$ cat config.mk
export PLATFORM = sky130hd
export DESIGN_NAME = cache_arbiter
export DESIGN_NICKNAME = d
export VERILOG_FILES = /design/src/rtl/arb_pkg.sv /design/src/rtl/arb_select.sv /design/src/rtl/cache_arbiter.sv
export SDC_FILE = /design/constraint.sdc
export NUM_CORES = 1
export LEC_CHECK = 0
export ABC_AREA = 1
export CAP_MARGIN = 15
export CELL_PAD_IN_SITES_DETAIL_PLACEMENT = 1
export CELL_PAD_IN_SITES_GLOBAL_PLACEMENT = 1
export CORE_AREA = 5 5 319 321
export DETAILED_ROUTE_END_ITERATION = 10
export DIE_AREA = 0 0 324 326
export DONT_BUFFER_PORTS = 1
export PLACE_DENSITY_LB_ADDON = 0.12
export SYNTH_ARGS = -nofsm -noshare
export SYNTH_HDL_FRONTEND = slang
export SYNTH_SLANG_ARGS = --single-unit
export TNS_END_PERCENT = 30
$ cat constraint.sdc
create_clock -name clk -period 4.1 [get_ports clk]
set_input_delay 1.23 -clock clk [delete_from_list [all_inputs] [get_ports clk]]
set_output_delay 1.23 -clock clk [all_outputs]
set_load 0.02 [all_outputs]
$ cat src/rtl/arb_pkg.sv
// Shared types and default widths for the I/D cache-to-memory arbiter.
package arb_pkg;

  localparam int LINE_W_DEFAULT = 128;
  localparam int ADDR_W_DEFAULT = 16;

  typedef enum logic [1:0] {
    IDLE    = 2'd0,
    SERVE_I = 2'd1,
    SERVE_D = 2'd2
  } state_t;

  typedef enum logic {
    REQ_I = 1'b0,
    REQ_D = 1'b1
  } requester_t;

endpackage

$ cat src/rtl/arb_select.sv
// Winner selection between I and D requesters.
// ARB_ROUND_ROBIN_EN adds a last-served pointer; otherwise D has fixed priority.
module arb_select
  import arb_pkg::*;
(
`ifdef ARB_ROUND_ROBIN_EN
  input  logic       clk,
  input  logic       rst_n,
  input  logic       grant_en,
`endif
  input  logic       i_req,
  input  logic       d_req,
  output logic       any_req,
  output requester_t winner
);

  assign any_req = i_req | d_req;

`ifdef ARB_ROUND_ROBIN_EN
  requester_t last_q, last_d;

  // On a tie, grant whoever was not served last.
  always_comb begin
    winner = REQ_I;
    if (i_req && d_req) begin
      winner = (last_q == REQ_I) ? REQ_D : REQ_I;
    end else if (d_req) begin
      winner = REQ_D;
    end
  end

  always_comb begin
    last_d = last_q;
    if (grant_en) begin
      last_d = winner;
    end
  end

  always_ff @(posedge clk or negedge rst_n) begin
    if (!rst_n) begin
      last_q <= REQ_D;
    end else begin
      last_q <= last_d;
    end
  end
`else
  always_comb begin
    winner = d_req ? REQ_D : REQ_I;
  end
`endif

endmodule

$ cat src/rtl/cache_arbiter.sv
// Arbitrates I-cache and D-cache line requests onto one memory port.
// Tie policy set by ARB_ROUND_ROBIN_EN (round robin) or its absence (D first).
module cache_arbiter
  import arb_pkg::*;
#(
  parameter int LINE_W = LINE_W_DEFAULT,
  parameter int ADDR_W = ADDR_W_DEFAULT
) (
  input  logic              clk,
  input  logic              rst_n,
  input  logic              i_read,
  input  logic              i_write,
  input  logic [ADDR_W-1:0] i_address,
  input  logic [LINE_W-1:0] i_wdata,
  output logic              i_resp,
  output logic [LINE_W-1:0] i_rdata,
  input  logic              d_read,
  input  logic              d_write,
  input  logic [ADDR_W-1:0] d_address,
  input  logic [LINE_W-1:0] d_wdata,
  output logic              d_resp,
  output logic [LINE_W-1:0] d_rdata,
  output logic              mem_read,
  output logic              mem_write,
  output logic [ADDR_W-1:0] mem_address,
  output logic [LINE_W-1:0] mem_wdata,
  input  logic              mem_resp,
  input  logic [LINE_W-1:0] mem_rdata
);

  state_t            state_q, state_d;
  logic              rd_q, rd_d, wr_q, wr_d;
  logic [ADDR_W-1:0] addr_q, addr_d;
  logic [LINE_W-1:0] wdata_q, wdata_d;
  logic              any_req;
  requester_t        winner;

  arb_select u_select (
`ifdef ARB_ROUND_ROBIN_EN
    .clk      (clk),
    .rst_n    (rst_n),
    .grant_en (state_q == IDLE && any_req),
`endif
    .i_req    (i_read | i_write),
    .d_req    (d_read | d_write),
    .any_req  (any_req),
    .winner   (winner)
  );

  // Read+write together on one requester resolves to a write.
  always_comb begin
    state_d = state_q;
    rd_d    = rd_q;
    wr_d    = wr_q;
    addr_d  = addr_q;
    wdata_d = wdata_q;
    i_resp  = 1'b0;
    d_resp  = 1'b0;
    case (state_q)
      IDLE: begin
        if (any_req) begin
          if (winner == REQ_D) begin
            state_d = SERVE_D;
            wr_d    = d_write;
            rd_d    = d_read & ~d_write;
            addr_d  = d_address;
            wdata_d = d_wdata;
          end else begin
            state_d = SERVE_I;
            wr_d    = i_write;
            rd_d    = i_read & ~i_write;
            addr_d  = i_address;
            wdata_d = i_wdata;
          end
        end
      end
      SERVE_I: begin
        if (mem_resp) begin
          i_resp  = 1'b1;
          state_d = IDLE;
        end
      end
      SERVE_D: begin
        if (mem_resp) begin
          d_resp  = 1'b1;
          state_d = IDLE;
        end
      end
      default: state_d = IDLE;
    endcase
  end

  always_ff @(posedge clk or negedge rst_n) begin
    if (!rst_n) begin
      state_q <= IDLE;
      rd_q    <= 1'b0;
      wr_q    <= 1'b0;
      addr_q  <= '0;
      wdata_q <= '0;
    end else begin
      state_q <= state_d;
      rd_q    <= rd_d;
      wr_q    <= wr_d;
      addr_q  <= addr_d;
      wdata_q <= wdata_d;
    end
  end

  assign mem_read    = rd_q & (state_q != IDLE);
  assign mem_write   = wr_q & (state_q != IDLE);
  assign mem_address = addr_q;
  assign mem_wdata   = wdata_q;
  assign i_rdata     = mem_rdata;
  assign d_rdata     = mem_rdata;

`ifndef SYNTHESIS
  a_i_rw_exclusive: assert property (@(posedge clk) disable iff (!rst_n) !(i_read && i_write))
    else $error("cache_arbiter: i_read and i_write asserted together");
  a_d_rw_exclusive: assert property (@(posedge clk) disable iff (!rst_n) !(d_read && d_write))
    else $error("cache_arbiter: d_read and d_write asserted together");
`endif

endmodule

==> flow_summary_export.csv <==
group,metric,value,unit
place,placed_cells,2355,
setup_path,r2r_slack,1690,ps
clock_tree,clk_latency,490,ps
sta,period_minus_slack,3043,ps
outcome,run_status,"completed",
setup_path,cp.arrival,1810,ps
finish,mostFrequentLayoutCells,"nand2_1, dfrtp_1, clkbuf_16, inv_1, nor2_1",
routing,dr.pass1.iters,4,
power_and_ir_drop,combinationalPowerShare,0.246,
floorplanning,die_y,326,um
min_path,hp-class,"input port to async pin",
finish,final_nets,1502,
floorplanning,die_x,324,um
synth,post-synth-top-area-fraction,0.3910,
finish,antenna_cells,0,
floorplanning,die_area,105600,um2
routing,via_per_inst,2.893,
power_and_ir_drop,swShare,0.4904,
global_route,grt_pass1_vias,7683,
clock_tree,cts_resized,0,
global_route,overflow,0,
global_route,grt_max_degree,149,
setup_path,cpMaxStageDelayCell,"nor2_1",
synth,yosysTopAreaCell,"dfrtp_1",
power_and_ir_drop,p_seq_frac,0.511,
clock_tree,numCtsBuffers,17,
sta,max_slew.worst_pin.slew,866.7,ps
power_and_ir_drop,total_power,7337,uW
setup_path,crit_path_start_kind,"register",
power_and_ir_drop,p_clk_frac,0.242,
global_route,grt_usage,0.07137,
synth,synth-seq-area-share,0.3910,
clock_tree,post_cts_buffers,0,
sta,rsz0062_at_grt,"no",
routing,initialDrtViolationCount,192,
synth,synth_area_leaders,"dfrtp_1, nand2_1, buf_4, buf_2, buf_6",
sta,fin_skew,12.52,ps
clock_tree,cts_hold_buf,0,
sta,hold-worst-slack,447.5,ps
synth,avgSynthCellArea,6.909,um2
setup_path,crit_required,2870,ps
setup_path,cp_slowest_stage_delay,510,ps
place,place_hpwl,28.32,mm
clock_tree,ctsHtreeMaxLevel,4,
setup_path,path_class,"register to output pin",
routing,wl_per_cell,16.15,um
sta,period_share,0.7421,
floorplanning,io_pins,827,
global_route,antenna_found_initial,1,
finish,layout_commonest_cell,"nand2_1",
power_and_ir_drop,p_leak,0.004800,uW
place,routabilityCongestion,0.6483,
sta,tns,0,ps
sta,setup_viol,0,
synth,ys_ff_latch,148,
power_and_ir_drop,ir_drop,0.2967,mV
finish,final-seq-area,3704,um2
clock_tree,cts_tree,"done",
sta,drv_slew,0,
routing,routed_wirelength,38.52,mm
place,port_buffers,0,
clock_tree,cts-root-buf,"clkbuf_16",
floorplanning,initial_core_util,0.09570,
global_route,grt_pass1_wl,54.29,mm
synth,syn_inst,1371,
setup_path,end_kind,"output pin",
clock_tree,cts.sink_count,148,
setup_path,path_max_fanout,5,
clock_tree,clkTransAtPathRegs,70,ps
finish,area_growth,0.1321,%
job,drv_cap,0,
setup_path,cp_cell_sequence,"inv_1, ha_1, nor2_1",
routing,drc,0,
synth,synth_nets,1797,
finish,multiInputGateArea,3402,um2
synth,synth_cell_type_count,13,
synth,syn_area,9473,um2
finish,num-fill-cells,11940,
sta,hold_violations,0,
sta,timing.slew.headroom,0.4222,
floorplanning,coreArea,98980,um2
clock_tree,cts_buffer_depth,2,
power_and_ir_drop,powerDensity,773.5,nW/um2
power_and_ir_drop,internal-power,3739,uW
sta,max_freq,328.7,MHz
routing,final_antenna_net_count,0,
routing,vias,6900,
synth,ys_warn_count,0,
finish,stdcell_count,2385,
floorplanning,rows,116,
power_and_ir_drop,power.switching,3598,uW
finish,drive_above_1_share,0.03588,
-- metal layers --
metal	global-route usage	up-vias	wire [um]
met1	0.06933	3252	13410
li1	-	3221	-
met5	0	-	0
met3	0.03137	101	3558
met2	0.1291	326	20320
met4	0.03393	0	1236
-- registers in the layout (all words and copies together) (netlist names) --
| register | count |
|---|---|
| mem_address | 16 |
| mem_wdata | 128 |
| rd_q | 1 |
| state_q | 2 |
| wr_q | 1 |
-- critical path: cells and delay by family, from the launching register on --
| kind | cells | cell delay [ps] |
|---|---|---|
| flip-flops | 1 | 380 |
| AND/OR/NAND/NOR | 1 | 510 |
| buffers and inverters | 1 | 80 |
| adder cells (fa/ha/maj) | 1 | 350 |
-- layout make-up --
class / instances / area share
clock buffer: 21 / 0.04960
clock inverter: 9 / 0.01596
inverter: 11 / 0.005408
multi-input combinational: 892 / 0.3587
sequential: 148 / 0.3904
tap: 1298 / 0.1712
timing repair buffer: 6 / 0.008706
-- power by group through the flow --
stage / combinational (uW) / clock (uW) / sequential, uW
5_1_grt: 2170 / 1950 / 3870
6_report: 1810 / 1780 / 3750
4_1_cts: 1940 / 1920 / 3840
3_3_place_gp: 1880 / 0 / 3890
2_1_floorplan: 1860 / 0 / 3400
3_5_place_dp: 1940 / 0 / 3850
-- synthesized netlist by cell type (all sizes together) --
| cell | number |
|---|---|
| nand3 | 2 |
| ha | 3 |
| dfrtp | 148 |
| inv | 11 |
| nand2 | 880 |
| buf | 320 |
| o21ai | 1 |
| nor2 | 6 |
-- path summary, 6_finish.rpt --
path,startpoint,endpoint,cells past startpoint
max in group asynchronous,rst_n,mem_address[13],0
worst min-delay path,rst_n,mem_wdata[126],0
worst min register to register,wr_q,wr_q,2
worst max register to register,state_q[1],mem_wdata[65],7
worst max-delay path,state_q[1],mem_write,3
min in group clk,wr_q,wr_q,2
-- logic make-up after synthesis --
family,after synthesis,synth area share
fa+ha+maj,3,0.003963
buf+inv,331,0.2519
simple gates,888,0.3527
flops,148,0.3910
compound gates,1,0.0005278
-- through the flow --
stage | area (um2) | setup slack (ps) | utilization
6_report | 9485 | 1057 | 0.09583
5_1_grt | 9485 | 855.9 | 0.09583
2_1_floorplan | 9473 | 1470 | -
3_3_place_gp | 8864 | 1161 | 0.08954
4_1_cts | 9485 | 928.5 | 0.09583
3_5_place_dp | 8864 | 1124 | 0.08954
Power figures use the tool's default switching activity.
==> RTL change, RTL diff (same settings) <==
Build with the macro `ARB_ROUND_ROBIN_EN` defined.
--- a/src/rtl/arb_select.sv
+++ b/src/rtl/arb_select.sv
@@ -1,4 +1,6 @@
 // Winner selection between I and D requesters.
 // ARB_ROUND_ROBIN_EN adds a last-served pointer; otherwise D has fixed priority.
+`define ARB_ROUND_ROBIN_EN
+
 module arb_select
   import arb_pkg::*;
Function: changed (a bounded check fails within 4 cycles, from zero or initial values and one cycle with rst_n low).
==> RTL change against the unedited design <==
- power grew 19%
- synthesized cell count rose by 0.95%
- core utilization rose by 0.92 points
- via count grew 8.9%
- sequential cell count rose by 1
- area after synthesis is 7.5% higher
- first-iteration DRC count increased by 17%
- cell area increased by 9.6%
- wire length is 20% higher
- worst setup slack got worse by 0.069 ns
- sequential share of layout area is 3.2 points lower
- critical endpoint unchanged
==> RTL change: results (changes against the unedited design) <==
The run finished with clean final reports. The worst clock skew came out at 0.0127 ns (+0.000175 ns). In the post-synthesis netlist, the biggest area contributors are dfrtp_1 (36%), buf_4 (19%), nand2_1 (16%).

The clock slew seen by the registers of the worst setup and hold paths came out at 0.07 ns (about the same). The post-route worst hold slack came out at 0.441 ns (-0.00696 ns). The post-detailed-route wirelength per cell came out at 19.3 um (+20%). The clock latency on the worst-skew pair is 0.49 ns (about the same). The number of library cell types mapped by synthesis is 16 (+3). The number of antenna violations at the first check in global routing came out at 11 (+10). The violation count after the first detailed-routing iteration came out at 224 (+17%).

The leakage power of the design is 4.92 nW (+2.5%). The synthesized netlist net count is 1,810 (+0.72%). The wire length of the first global-routing pass is 64.9 mm (+20%). The worst-case setup slack after placement is 1.14 ns (+0.0118 ns). The pin count of the biggest net entering global routing came out at 150 (+0.67%). The largest stage delay on the critical path is 0.49 ns (-0.02 ns). The final-stage net count is 1,511 (+0.60%).

The highest fanout seen on the critical path is 10 (+5). The critical path startpoint is state_q[0]. The HPWL after detailed placement came out at 31.9 mm (+13%). The maximum ir drop on the vdd rail is 0.410 mV (+38%). The overall fraction of global-route tracks in use was 8.58% (+1.4 points).

In the synthesized netlist, the cells that appear most often are nand2_1 (441), buf_4 (263), nand3_1 (156). The endpoint identified for the worst register-to-register timing path is mem_wdata[90]. The worst-case headroom to the max-slew limit came out at 35.0% (-7.3 points).

The cell depth of the worst flop-to-flop path is 8 (+1). The ratio of cells with drive above 1 in the final layout is 4.64% (+1.1 points). The total via count in the routed design is 7,516 (+8.9%). The switching power as a share of total power is 51.1% (+2.1 points). The part of the Yosys area used for sequential elements is 36.6% (-2.5 points).

The data arrival time of the critical path is 1.88 ns (+0.07 ns). The worst-case register-to-register setup slack came to 1.80 ns (+0.11 ns).
-- RTL change: worst max path at each step --
stage,to,slack (ns)
floorplan,d_resp,1.47
global placement,state_q[1],1.09
detailed placement,state_q[1],1.14
CTS,mem_write,0.84
global route,mem_write,0.81
finish,mem_write,0.99
-- RTL change: cell type report --
type                    instances  area, um^2  share of cell area [%]
diodes                          5        12.5                   0.120
flip-flops and latches        149        3730                    35.9
multi-input cells             751        3600                    34.6
well taps                    1298        1620                    15.6
clock inverters                 8         173                    1.66
inverters                     149         569                    5.48
clock buffers                  24         472                    4.54
repair buffers                 17         215                    2.07
-- RTL change: stage by stage --
| step | utilization, % | instance area, um^2 | instances |
|---|---|---|---|
| floorplan | - | 10200 | 1384 |
| global placement | 9.84 | 9740 | 2364 |
| detailed placement | 9.84 | 9740 | 2364 |
| CTS | 10.5 | 10400 | 2396 |
| global route | 10.5 | 10400 | 2396 |
| finish | 10.5 | 10400 | 2401 |
-- RTL change: logic make-up after synthesis --
family | after synthesis | synth area share, %
adder cells (fa/ha/maj) | 3 | 0.369
flip-flops | 149 | 36.6
buffers and inverters | 484 | 28.3
AO/OA/AOI/OAI | 5 | 0.283
AND/OR/NAND/NOR | 743 | 34.5
-- RTL change: layer usage --
| layer | share of wire (%) | GRT usage (%) | wire length, um |
|---|---|---|---|
| met1 | 38 | 9.04 | 17700 |
| met2 | 48 | 14.3 | 22400 |
| met3 | 10 | 4.39 | 4620 |
| met4 | 3.6 | 3.83 | 1660 |
| met5 | 0.028 | 0 | 13 |
-- RTL change: power by group through the flow --
| stage | logic [mW] | registers [mW] | clock network (mW) |
|---|---|---|---|
| floorplan | 2.47 | 3.55 | 0 |
| global placement | 3.08 | 4.00 | 0 |
| detailed placement | 3.14 | 3.96 | 0 |
| CTS | 3.13 | 3.95 | 2.05 |
| global route | 3.43 | 3.99 | 2.07 |
| finish | 2.94 | 3.87 | 1.90 |
